$ cat config.mk
export PLATFORM = sky130hd
export DESIGN_NAME = cla32_pipe_addsub
export DESIGN_NICKNAME = d
export VERILOG_FILES = /design/src/rtl/cla32_pipe_addsub.sv
export SDC_FILE = /design/constraint.sdc
export NUM_CORES = 1
export LEC_CHECK = 0
export CELL_PAD_IN_SITES_DETAIL_PLACEMENT = 0
export CELL_PAD_IN_SITES_GLOBAL_PLACEMENT = 2
export CORE_MARGIN = 2
export CORE_UTILIZATION = 35
export CTS_BUF_LIST = sky130_fd_sc_hd__clkbuf_4 sky130_fd_sc_hd__clkbuf_8 sky130_fd_sc_hd__clkbuf_16
export DETAILED_ROUTE_END_ITERATION = 10
export PLACE_DENSITY_LB_ADDON = 0.25
export SLEW_MARGIN = 40
export SYNTH_ARGS = -nofsm -noshare
export SYNTH_HDL_FRONTEND = slang
export SYNTH_SLANG_ARGS = --single-unit
export TNS_END_PERCENT = 30
$ cat constraint.sdc
create_clock -name clk -period 11.58 [get_ports clk]
set_clock_uncertainty 0.2 [all_clocks]
set_input_delay 2.316 -clock clk [delete_from_list [all_inputs] [get_ports clk]]
set_output_delay 2.316 -clock clk [all_outputs]
set_load 0.05 [all_outputs]
$ cat src/rtl/cla32_pipe_addsub.sv
// Two-stage pipelined add/subtract: low half in stage 1, high half plus flags in stage 2.
// The halves are built from 8-bit carry-lookahead group slices.

module cla32_pipe_addsub_cla8 (
  input  logic [7:0] a,
  input  logic [7:0] b,
  input  logic       ci,
  output logic [7:0] s,
  output logic       co
);
  logic [7:0] g, p;
  logic [8:0] c;

  assign g = a & b;
  assign p = a ^ b;

  always_comb begin
    c[0] = ci;
    for (int i = 0; i < 8; i++) c[i+1] = g[i] | (p[i] & c[i]);
  end

  assign s  = p ^ c[7:0];
  assign co = c[8];
endmodule

module cla32_pipe_addsub_cla #(
  parameter int W = 16
) (
  input  logic [W-1:0] a,
  input  logic [W-1:0] b,
  input  logic         ci,
  output logic [W-1:0] s,
  output logic         co
);
  localparam int NG = W / 8;
  logic [NG:0] gc;

  assign gc[0] = ci;

  for (genvar gi = 0; gi < NG; gi++) begin : g_grp
    cla32_pipe_addsub_cla8 u_grp (
      .a  (a[gi*8 +: 8]),
      .b  (b[gi*8 +: 8]),
      .ci (gc[gi]),
      .s  (s[gi*8 +: 8]),
      .co (gc[gi+1])
    );
  end

  assign co = gc[NG];
endmodule

module cla32_pipe_addsub #(
  parameter int WIDTH = 32
) (
  input  logic             clk,
  input  logic             clrn,
  input  logic             in_valid,
  output logic             in_ready,
  input  logic [WIDTH-1:0] a,
  input  logic [WIDTH-1:0] b,
  input  logic             sub,
  output logic             out_valid,
  input  logic             out_ready,
  output logic [WIDTH-1:0] s,
  output logic             c_out,
  output logic             ovf,
  output logic             zero
);
  localparam int LO_W = WIDTH / 2;
  localparam int HI_W = WIDTH - LO_W;

  logic [WIDTH-1:0] bx;
  logic [LO_W-1:0]  lo_sum;
  logic             lo_co;
  logic [HI_W-1:0]  hi_sum;
  logic             hi_co;

  logic             s1_valid, s2_valid;
  logic [LO_W-1:0]  s1_lo;
  logic             s1_c;
  logic [HI_W-1:0]  s1_ahi, s1_bhi;

  logic             s2_free, s1_adv, accept;

  // Subtraction is A + ~B + 1: the +1 enters as the low-half carry-in.
  assign bx = sub ? ~b : b;

  cla32_pipe_addsub_cla #(.W(LO_W)) u_lo (
    .a  (a[LO_W-1:0]),
    .b  (bx[LO_W-1:0]),
    .ci (sub),
    .s  (lo_sum),
    .co (lo_co)
  );

  cla32_pipe_addsub_cla #(.W(HI_W)) u_hi (
    .a  (s1_ahi),
    .b  (s1_bhi),
    .ci (s1_c),
    .s  (hi_sum),
    .co (hi_co)
  );

  assign s2_free   = !s2_valid | out_ready;
  assign s1_adv    = s1_valid & s2_free;
  assign in_ready  = !s1_valid | s1_adv;
  assign accept    = in_valid & in_ready;
  assign out_valid = s2_valid;

  always_ff @(posedge clk or negedge clrn) begin
    if (!clrn) begin
      s1_valid <= 1'b0;
      s1_lo    <= '0;
      s1_c     <= 1'b0;
      s1_ahi   <= '0;
      s1_bhi   <= '0;
    end else if (accept) begin
      s1_valid <= 1'b1;
      s1_lo    <= lo_sum;
      s1_c     <= lo_co;
      s1_ahi   <= a[WIDTH-1:LO_W];
      s1_bhi   <= bx[WIDTH-1:LO_W];
    end else if (s1_adv) begin
      s1_valid <= 1'b0;
    end
  end

  // Overflow uses the already-inverted B, so one rule covers add and subtract.
  always_ff @(posedge clk or negedge clrn) begin
    if (!clrn) begin
      s2_valid <= 1'b0;
      s        <= '0;
      c_out    <= 1'b0;
      ovf      <= 1'b0;
      zero     <= 1'b0;
    end else if (s1_adv) begin
      s2_valid <= 1'b1;
      s        <= {hi_sum, s1_lo};
      c_out    <= hi_co;
      ovf      <= (s1_ahi[HI_W-1] == s1_bhi[HI_W-1]) & (hi_sum[HI_W-1] != s1_ahi[HI_W-1]);
      zero     <= ({hi_sum, s1_lo} == '0);
    end else if (out_ready) begin
      s2_valid <= 1'b0;
    end
  end
endmodule

* Word-level counts from Yosys, hierarchy flattened
Cells that the tools add are included.
** Storage, ports and cells
- Output and inout port bits :: 37
- Word-level logic and storage cells :: 104
- Register bits :: 86
** Operators by class
- Mux-type cells :: 5
- Bitwise operators :: 82
- Eq/ne operators :: 2
- Reduce and logical (&&, ||, !) cells :: 5
** Operator list (count)
- XOR 8 bit :: 8
- bitwise AND 1 bit :: 35
- bitwise OR 1 bit :: 34
- bitwise AND 8 bit :: 4
- zero test 32 bit :: 1
- two-way mux 32 bit :: 1
- inverter 32 bit :: 1
- two-way mux 1 bit :: 4
- nonzero test 2 bit :: 2
- zero test 1 bit :: 2
- equality test 1 bit :: 1
- != test 1 bit :: 1

* Longest topological paths before layout
Gate-level depths: netlist of the first run.
- Depth in word-level cells :: 35
- Gate-level depth with buffers :: 21
- Mapped depth without buffers :: 21

* By module
From an unflattened synthesis of the first run, not the netlist that was laid out.
** Second synthesis, totals
- Cells, all modules :: 306
- Area, all modules :: 4473.0 um^2
** Modules (own cells, without submodules)
- cla32_pipe_addsub :: times used 1, area an instance 3682.3 um^2, cells each 234
- cla32_pipe_addsub_cla8 :: times used 4, area an instance 197.7 um^2, cells each 18

* Least setup slack after synthesis of the first run
OpenSTA, ideal clock, no wires.
- Path kind :: input port to flip-flop
- Start point :: input port sub
- End point :: register s1_lo[15]
- Setup time :: 125 ps
- Stages :: 20
- Setup slack :: 1875 ps
- Arrival time :: 9380 ps
- Required time :: 11255 ps
- Cells stage by stage :: buf_2 -> buf_2 -> mux2i_1 -> fa_1 -> fa_1 -> fa_1 -> fa_1 -> fa_1 -> fa_1 -> fa_1 -> fa_1 -> fa_1 -> fa_1 -> fa_1 -> fa_1 -> fa_1 -> fa_1 -> inv_1 -> fa_1 -> mux2_4
** Between the ends
- Word-level cells in the longest chain between the ends :: 33
- Elaborated cells between the ends (all ways) :: 36
- Classes of those cells :: 1 x mux; 35 x bitwise
** RTL lines
- from (decl) :: line 62 : input logic sub,
- two-way mux 32 bit :: line 87 : assign bx = sub ? ~b : b;
- XOR 8 bit :: line 15 : assign p = a ^ b;
- bitwise AND 1 bit :: line 19 : for (int i = 0; i < 8; i++) c[i+1] = g[i] | (p[i] & c[i]);
- bitwise OR 1 bit :: line 19
- bitwise AND 1 bit :: line 19
- bitwise OR 1 bit :: line 19
- bitwise AND 1 bit :: line 19
- bitwise OR 1 bit :: line 19
- (+18 left out)
- bitwise AND 1 bit :: line 19
- bitwise OR 1 bit :: line 19
- bitwise AND 1 bit :: line 19
- bitwise OR 1 bit :: line 19
- bitwise AND 1 bit :: line 19
- bitwise OR 1 bit :: line 19
- XOR 8 bit * :: line 22 : assign s = p ^ c[7:0];
- named net lo_sum[15] :: line 74 : logic [LO_W-1:0] lo_sum;
- to (signal assigned) :: line 120 : s1_lo <= lo_sum;
- to (decl) :: line 80 : logic [LO_W-1:0] s1_lo;
Mark *: on every way through the listed nets, which the timed path passes. The rest lies on a longest branch.
A chain may end at the register's enable or synchronous reset.

* Worst setup path after layout of the first run
- Start point :: input port b[0]
- End point :: register s1_lo[15]
** Between the ends
- Word-level cells in the longest chain between the ends :: 34
- Elaborated cells between the ends (all ways) :: 35
- Classes of those cells :: 1 x mux; 34 x bitwise
** RTL lines
- from (decl) :: line 61 : input logic [WIDTH-1:0] b,
- inverter 32 bit :: line 87
- two-way mux 32 bit * :: line 87
- XOR 8 bit :: line 15
- bitwise AND 1 bit :: line 19
- bitwise OR 1 bit * :: line 19
- bitwise AND 1 bit * :: line 19
- bitwise OR 1 bit * :: line 19
- bitwise AND 1 bit * :: line 19
- (+19 left out)
- bitwise AND 1 bit * :: line 19
- bitwise OR 1 bit * :: line 19
- bitwise AND 1 bit * :: line 19
- bitwise OR 1 bit * :: line 19
- bitwise AND 1 bit * :: line 19
- bitwise OR 1 bit * :: line 19
- XOR 8 bit * :: line 22
- named net lo_sum[15] :: line 74
Marked as above.

==> reports/metrics.csv, run 1 <==
metric,value,unit
grt_pass1_wl,16.3,mm
path_class,input pin to register,
yosysTopAreaCell,dfrtp_1,
postSynthAreaPerCell,12.7,sq um
p_leak,2.45,nW
start_util,36.2,%
wl,10.1,mm
grt_overflow_total,0,
core_area,0.0121,sq mm
hp-class,register to register,
critPathLaunchType,input pin,
clk_pin_slew,0.06,ns
cts_tree,yes,
die_h,116,microns
hold_depth,1,
cp.arrival,9.73,ns
antenna_cells,0,
finalHoldViolCount,0,
yosysSeqAreaShare,49.1,%
critPathMaxFanout,2,
synth_edf_count,0,
routed_via_density,4.65,
grt_max_degree,87,
slew_headroom,50.6,%
area_growth,33.4,%
nets,547,
cts_buffers,9,
drcViolationCount,0,
synth_area,0.00438,sq mm
yosys-top-cells-count,"dfrtp_1, a21oi_1, inv_1, o21ai_0, fa_1",
yosys.area.top_type_share,49.1,%
worstPathRequired,11.60,ns
root_buffer,clkbuf_16,
wl_met2,4.58,mm
status,completed,
io_buffers,105,
yosys-top-cells-area,"dfrtp_1, fa_1, xnor2_1",
setup_tns,0,ns
wl_met3,570,microns
wire_per_inst,16.3,microns
min_period,9.72,ns
dpl.hpwl,7.20,mm
die_area,0.0134,sq mm
clk_path_buf_depth,2,
met1_length,4.79,mm
whs,0.303,ns
crit_path_end_kind,register,
cts-resized-gates,0,
track_usage,16.0,%
ys_ff_latch,86,
die_w,116,microns
io_pins,106,
post_synth_num_cell_types,26,
place.gp.congestion,0.719,
postCtsSetupBuffers,0,
dr.max_layer_used,met4,
vias,2878,
synth_top_flop_cell,dfrtp_1,
ys_async_sr_fraction,100,%
tightest_slew,0.738,ns
clk_latency,0.33,ns
ant_nets,0,
worst_slack,1.86,ns
antenna_found_initial,0,
rsz0062_at_grt,false,
holdBufCountCts,0,
drv_cap,0,
ys_warn_count,0,
synth_fp_nets,447,
num_rows,40,
syn-instance-count,346,
timing.fmax,103,MHz
clock-sinks,86,
dp_worst_setup_slack,1.42,ns
drv_slew,0,
layout-drive-gt1-share,13.3,%
min_period_over_period,83.9,%
setup_violations,0,
first_pass_iters,4,
r2r_cells,20,
cts_max_level,3,
drt_iter0_markers,129,
power_density,217,mW/mm^2
grt_pass1_vias,3037,
peakVddDrop,0.0740,mV
yosysMostFrequentCell,dfrtp_1,
kinds of logic (layout without fill, tap and decap cells):
| group | Yosys count | in the layout | synth area share [%] |
|---|---|---|---|
| DFF | 86 | 86 | 49.1 |
| xor gates and xnor gates | 33 | 33 | 6.60 |
| muxes | 46 | 46 | 12.8 |
| and+or+nand+nor | 24 | 24 | 3.20 |
| buffers and inverters | 52 | 157 | 5.34 |
| adders and majority gates | 32 | 32 | 14.5 |
| AOI/OAI and AO/OA | 73 | 73 | 8.48 |
metal layers:
layer | vias to the layer above | track usage (%)
met3 | 11 | 2.88
met4 | 0 | 6.51
met2 | 87 | 23.9
met1 | 1426 | 23.1
li1 | 1354 | -
met5 | - | 0
through the flow:
step | power (mW) | util (%) | cells | instance area [sq um]
global placement | 0.997 | 45.8 | 603 | 5550
detailed placement | 1.01 | 45.8 | 603 | 5550
CTS | 1.29 | 48.2 | 619 | 5840
floorplan | 0.800 | - | 346 | 4380
finish | 1.27 | 48.2 | 619 | 5840
global route | 1.34 | 48.2 | 619 | 5840
flip-flops by register name, indices dropped and copies added, names as in the netlist:
signal,count
zero,1
s,32
out_valid,1
s1_bhi,16
s1_valid,1
s1_lo,16
s1_c,1
c_out,1
ovf,1
s1_ahi,16
final timing paths:
check                           start        end  slack (ns)
worst max-delay path             b[0]  s1_lo[15]        1.86
worst min-delay path            s[10]      s[10]        0.30
worst max register to register   s1_c       zero        3.98
worst min register to register  s[10]      s[10]        0.30
max in group asynchronous        clrn      s[24]        8.86
min in group asynchronous        clrn  s1_ahi[2]        1.84
where the power goes:
part / switching (mW) / internal [mW] / total (mW) / leakage, nW
Sequential: 0.0567 / 0.390 / 0.447 / 1.00
Combinational: 0.331 / 0.219 / 0.550 / 1.31
Clock: 0.117 / 0.157 / 0.273 / 0.138
Total: 0.504 / 0.766 / 1.27 / 2.45
cells in the final DEF (no fill, tap or decap), drive strengths merged, types with 2 or more instances in the layout:
| cell type | n |
|---|---|
| mux2i | 11 |
| nand2 | 4 |
| nand4 | 2 |
| buf | 4 |
| xnor2 | 29 |
| dfrtp | 86 |
| o21ai | 33 |
| fa | 31 |
| nor4 | 7 |
| xor2 | 4 |
| clkinv | 3 |
| clkdlybuf4s50 | 103 |
| inv | 33 |
| nand2b | 2 |
| a21oi | 38 |
| mux2 | 35 |
| clkbuf | 12 |
| nand3 | 5 |
| clkinvlp | 2 |
area by class of cell:
class / instances / area, sq um
clock inverter: 5 / 33.8
tap: 168 / 210
clock buffer: 11 / 253
timing repair buffer: 108 / 1070
multi-input combinational: 208 / 2000
inverter: 33 / 124
sequential: 86 / 2150
fill: 1151 / 6270
critical path, cell delays in order:
cell,delay (ns)
clkdlybuf4s50_1,0.51
mux2i_1,0.11
fa_1,0.44
fa_1,0.43
fa_1,0.45
fa_1,0.44
fa_1,0.45
fa_1,0.44
fa_1,0.43
fa_1,0.42
fa_1,0.42
fa_1,0.42
fa_1,0.44
fa_1,0.43
fa_1,0.43
fa_1,0.41
inv_1,0.09
fa_1,0.41
mux2_4,0.27
No activity file was read; power rests on OpenSTA's default activity.
==> run 2: changes to the inputs <==
--- a/config.mk
+++ b/config.mk
@@ -8,7 +8,7 @@
 export CELL_PAD_IN_SITES_DETAIL_PLACEMENT = 0
 export CELL_PAD_IN_SITES_GLOBAL_PLACEMENT = 2
 export CORE_MARGIN = 2
-export CORE_UTILIZATION = 35
+export CORE_UTILIZATION = 30
 export CTS_BUF_LIST = sky130_fd_sc_hd__clkbuf_4 sky130_fd_sc_hd__clkbuf_8 sky130_fd_sc_hd__clkbuf_16
 export DETAILED_ROUTE_END_ITERATION = 10
 export PLACE_DENSITY_LB_ADDON = 0.25
==> constraint.sdc (replaced) <==
create_clock -name clk -period 8.84 [get_ports clk]
set_clock_uncertainty 0.2 [all_clocks]
set_input_delay 1.768 -clock clk [delete_from_list [all_inputs] [get_ports clk]]
set_output_delay 1.768 -clock clk [all_outputs]
set_load 0.05 [all_outputs]
==> run 2 against run 1 <==
Net effect:
- critical path depth did not move
- core utilization fell by 7.1 points
- register-to-register slack got worse by 2.8 ns
- combinational power rose by 31%
- first-iteration DRC count fell by 2.3%
- sequential power rose by 32%
- largest power group unchanged
- power rose by 34%
- worst hold slack improved by 0.0065 ns
- clock power rose by 42%
- largest cell class unchanged
- global-route usage fell by 2.0 points
==> reports/metrics.csv, run 2 (same netlist as run 1, synthesis figures left out) <==
metric,value,unit
status,completed,
clk_pin_slew,0.06,ns
routed_via_density,4.54,
dpl.hpwl,7.68,mm
cts_buffers,9,
largest_reg_flops,32,
drv_cap,0,
slew_headroom,45.6,%
regMostFlops,s,
cp.arrival,8.63,ns
holdBufCountCts,0,
drt_iter0_markers,126,
path_cells,"clkdlybuf4s50_1, mux2i_1, fa_1, fa_1, fa_2, fa_1, fa_2, fa_2, fa_2, fa_1, fa_2, fa_2, fa_2, fa_2, fa_2, fa_1, inv_1, fa_1, mux2_4",
grt_max_degree,50,
vias,2897,
io_pins,106,
ant_nets,0,
r2r_cells,20,
die_area,0.0156,sq mm
area_growth,35.4,%
die_w,125,microns
drcViolationCount,0,
rsz0062_at_grt,false,
stdcell_count,638,
whs,0.310,ns
critPathMaxFanout,2,
io_buffers,105,
crit_start,b[0],
p_leak,2.48,nW
grt_overflow_total,0,
track_usage,14.0,%
setup_tns,0,ns
cp_common_cell,fa_2,
antenna_cells,0,
clock-sinks,86,
setup_violations,0,
drv_slew,0,
dp_worst_setup_slack,-0.421,ns
clk_path_buf_depth,2,
place.gp.congestion,0.756,
grt_pass1_vias,3081,
power_density,287,mW/mm^2
wire_per_inst,16.5,microns
critPathLaunchType,input pin,
path_class,input pin to register,
utilization,41.1,%
hp-class,register to register,
cts_tree,yes,
layout-drive-gt1-share,15.9,%
max_stage_delay,0.49,ns
nets,551,
crit_path_end_kind,register,
post-place-cells,623,
worst_slack,0.223,ns
clk_latency,0.33,ns
final_common_cell,clkdlybuf4s50_1,
core_area,0.0144,sq mm
hold_start,s[24],
worstPathRequired,8.86,ns
root_buffer,clkbuf_16,
cts_max_level,3,
rrSetupSlack,1.18,ns
final_area,0.00593,sq mm
min_period_over_period,97.5,%
wl,10.5,mm
finalHoldViolCount,0,
layout_common_cells,"clkdlybuf4s50_1, dfrtp_1, a21oi_1",
p_total,1.70,mW
start_util,30.4,%
min_period,8.62,ns
first_pass_iters,4,
num_rows,44,
peakVddDrop,0.101,mV
crit_slowest_cell,clkdlybuf4s50_1,
r2r_start,s1_c,
placed_area,0.00561,sq mm
antenna_found_initial,0,
hold_depth,1,
tightest_slew,0.813,ns
grt_pass1_wl,17.0,mm
timing.fmax,116,MHz
die_h,125,microns
==> run 2: cell types whose count changed in the layout (fill, tap and decap cells not counted) <==
cell | before | now
fa_2 | 0 | 9
fa_1 | 31 | 22
buf_4 | 3 | 8
clkinv_2 | 2 | 1
bufinv_16 | 0 | 1
clkinv_4 | 1 | 0
clkinvlp_4 | 2 | 1
==> run 2: layer usage <==
layer | global-route usage (%) | wire length (microns) | vias to the layer above
met2 | 22.0 | 4870 | 73
met3 | 3.61 | 637 | 8
li1 | - | - | 1353
met4 | 3.92 | 119 | 0
met1 | 19.2 | 4880 | 1463
met5 | 0 | 0 | -
==> run 2: path summary, 6_finish.rpt <==
kind	to
worst max-delay path	s1_lo[15]
worst min-delay path	s[24]
worst max register to register	zero
worst min register to register	s[24]
max in group asynchronous	s[13]
min in group asynchronous	s1_ahi[1]
==> run 2: where the power goes <==
part	switching (mW)	internal, mW
sequential	0.0765	0.512
clock	0.149	0.240
combinational	0.433	0.290
total	0.658	1.04
==> run 2: timing repair <==
action,CTS,global route
setup buffers,0,0
resized for setup,2,2
setup endpoints to repair,1,1
==> run 2: critical path, delay by kind of cell <==
family                     cells  cell delay [ns]
muxes                          2             0.36
adders and majority gates     15             5.91
buffers and inverters          2             0.57
==> run 2: layout make-up <==
cell class | instances | area, sq um
Inverter | 33 | 124
Multi-Input combinational cell | 208 | 2020
Clock inverter | 3 | 42.5
Timing Repair Buffer | 112 | 1100
Sequential cell | 86 | 2150
Tap cell | 184 | 230
Clock buffer | 12 | 267
Fill cell | 1410 | 8490
==> run 3: changes to the inputs <==
--- a/config.mk
+++ b/config.mk
@@ -7,7 +7,6 @@
 export LEC_CHECK = 0
 export CELL_PAD_IN_SITES_DETAIL_PLACEMENT = 0
 export CELL_PAD_IN_SITES_GLOBAL_PLACEMENT = 2
-export CORE_MARGIN = 2
 export CORE_UTILIZATION = 30
 export CTS_BUF_LIST = sky130_fd_sc_hd__clkbuf_4 sky130_fd_sc_hd__clkbuf_8 sky130_fd_sc_hd__clkbuf_16
 export DETAILED_ROUTE_END_ITERATION = 10
==> run 3 against run 2 <==
Net effect:
- clock-buffer cell count fell by 1
- worst hold slack got worse by 0.0042 ns
- critical path type unchanged
- register-to-register slack improved by 0.02 ns
- sequential power barely moved
- fmax barely moved
- combinational power barely moved
- clock power rose by 6.2%
- critical endpoint unchanged
- core utilization rose by 1.2 points
- wire length fell by 0.62%
- non-clock buffer count did not move
==> reports/metrics.csv, run 3 (same netlist as run 1, synthesis figures left out) <==
metric,value,unit
status,completed,
clk_path_buf_depth,2,
regMostFlops,s,
whs,0.306,ns
antenna_found_initial,0,
slew_headroom,47.6,%
worstPathRequired,8.87,ns
dpl.hpwl,7.49,mm
finalHoldViolCount,0,
peakVddDrop,0.104,mV
multi_input_area,0.00202,sq mm
cp.arrival,8.65,ns
holdBufCountCts,0,
num_rows,43,
vias,2884,
layout-drive-gt1-share,16.0,%
postCtsSetupBuffers,0,
final_common_cell,clkdlybuf4s50_1,
die_h,123,microns
grt_max_degree,47,
rrSetupSlack,1.20,ns
min_period,8.62,ns
first_pass_iters,4,
die_area,0.0151,sq mm
area_growth,35.7,%
grt_overflow_total,0,
placed_area,0.00561,sq mm
die_w,123,microns
critPathMaxFanout,2,
layout_common_cells,"clkdlybuf4s50_1, dfrtp_1, a21oi_1",
final_area,0.00595,sq mm
hp-class,register to register,
p_leak,2.49,nW
cts-resized-gates,2,
drv_cap,0,
cts_buffers,9,
io_pins,106,
critPathLaunchType,input pin,
ant_nets,0,
core_area,0.0140,sq mm
antenna_cells,0,
largest_reg_flops,32,
timing.fmax,116,MHz
path_class,input pin to register,
min_period_over_period,97.5,%
setup_violations,0,
fillers,1327,
root_buffer,clkbuf_16,
start_util,31.2,%
worst_slack,0.220,ns
cts_tree,yes,
cts_max_level,3,
tightest_slew,0.783,ns
routed_via_density,4.54,
nets,551,
track_usage,15.1,%
drt_iter0_markers,141,
place.gp.congestion,0.724,
p_total,1.72,mW
drv_slew,0,
setup_tns,0,ns
dp_worst_setup_slack,-0.427,ns
utilization,42.3,%
rsz0062_at_grt,false,
grt_pass1_vias,3031,
crit_path_end_kind,register,
wl,10.4,mm
power_density,290,mW/mm^2
grt_pass1_wl,16.6,mm
clk_pin_slew,0.06,ns
clock-sinks,86,
io_buffers,105,
drcViolationCount,0,
seq_area,0.00215,sq mm
stdcell_count,635,
post-place-cells,619,
clk_latency,0.34,ns
wire_per_inst,16.4,microns
run 3: changes by cell type in the layout (fill, tap and decap cells not counted):
cell and delta:
clkbuf_8 -2, clkinv_4 +2, bufinv_16 +1, clkbuf_4 +1
clkinvlp_4 -1
run 3: routing by layer:
layer	up-vias	GRT usage, %	part of all wire, %
met1	1438	21.4	47
met4	0	5.72	1.5
li1	1362	-	-
met2	72	22.8	47
met5	-	0	0
met3	12	3.02	4.9
run 3: power by group:
group | total (mW) | switching (mW) | internal (mW) | leakage, nW
Sequential | 0.588 | 0.0768 | 0.512 | 1.00
Clock | 0.413 | 0.154 | 0.259 | 0.163
Combinational | 0.722 | 0.433 | 0.289 | 1.32
run 3: area by class of cell:
type,count,area share [%]
Tap cell,180,3.79
Clock inverter,5,1.39
Multi-Input combinational cell,208,34.0
Sequential cell,86,36.2
Inverter,33,2.08
Timing Repair Buffer,112,18.4
Clock buffer,11,4.15
run 3: worst paths after layout:
kind,from,endpoint,cells after the start
min in group asynchronous,clrn,out_valid,1
hold / removal,s[15],s[15],1
setup reg to reg,s1_c,zero,20
hold reg to reg,s[15],s[15],1
max in group asynchronous,clrn,ovf,2
setup / recovery,b[0],s1_lo[15],19
run 3: worst max-delay path, stage by stage:
cell,delay [ns]
clkdlybuf4s50_1,0.49
mux2i_1,0.10
fa_1,0.42
fa_1,0.43
fa_2,0.39
fa_1,0.42
fa_1,0.44
fa_2,0.38
fa_2,0.38
fa_2,0.38
fa_2,0.38
fa_2,0.37
fa_2,0.37
fa_2,0.38
fa_2,0.37
fa_1,0.40
inv_1,0.08
fa_1,0.42
mux2_4,0.26
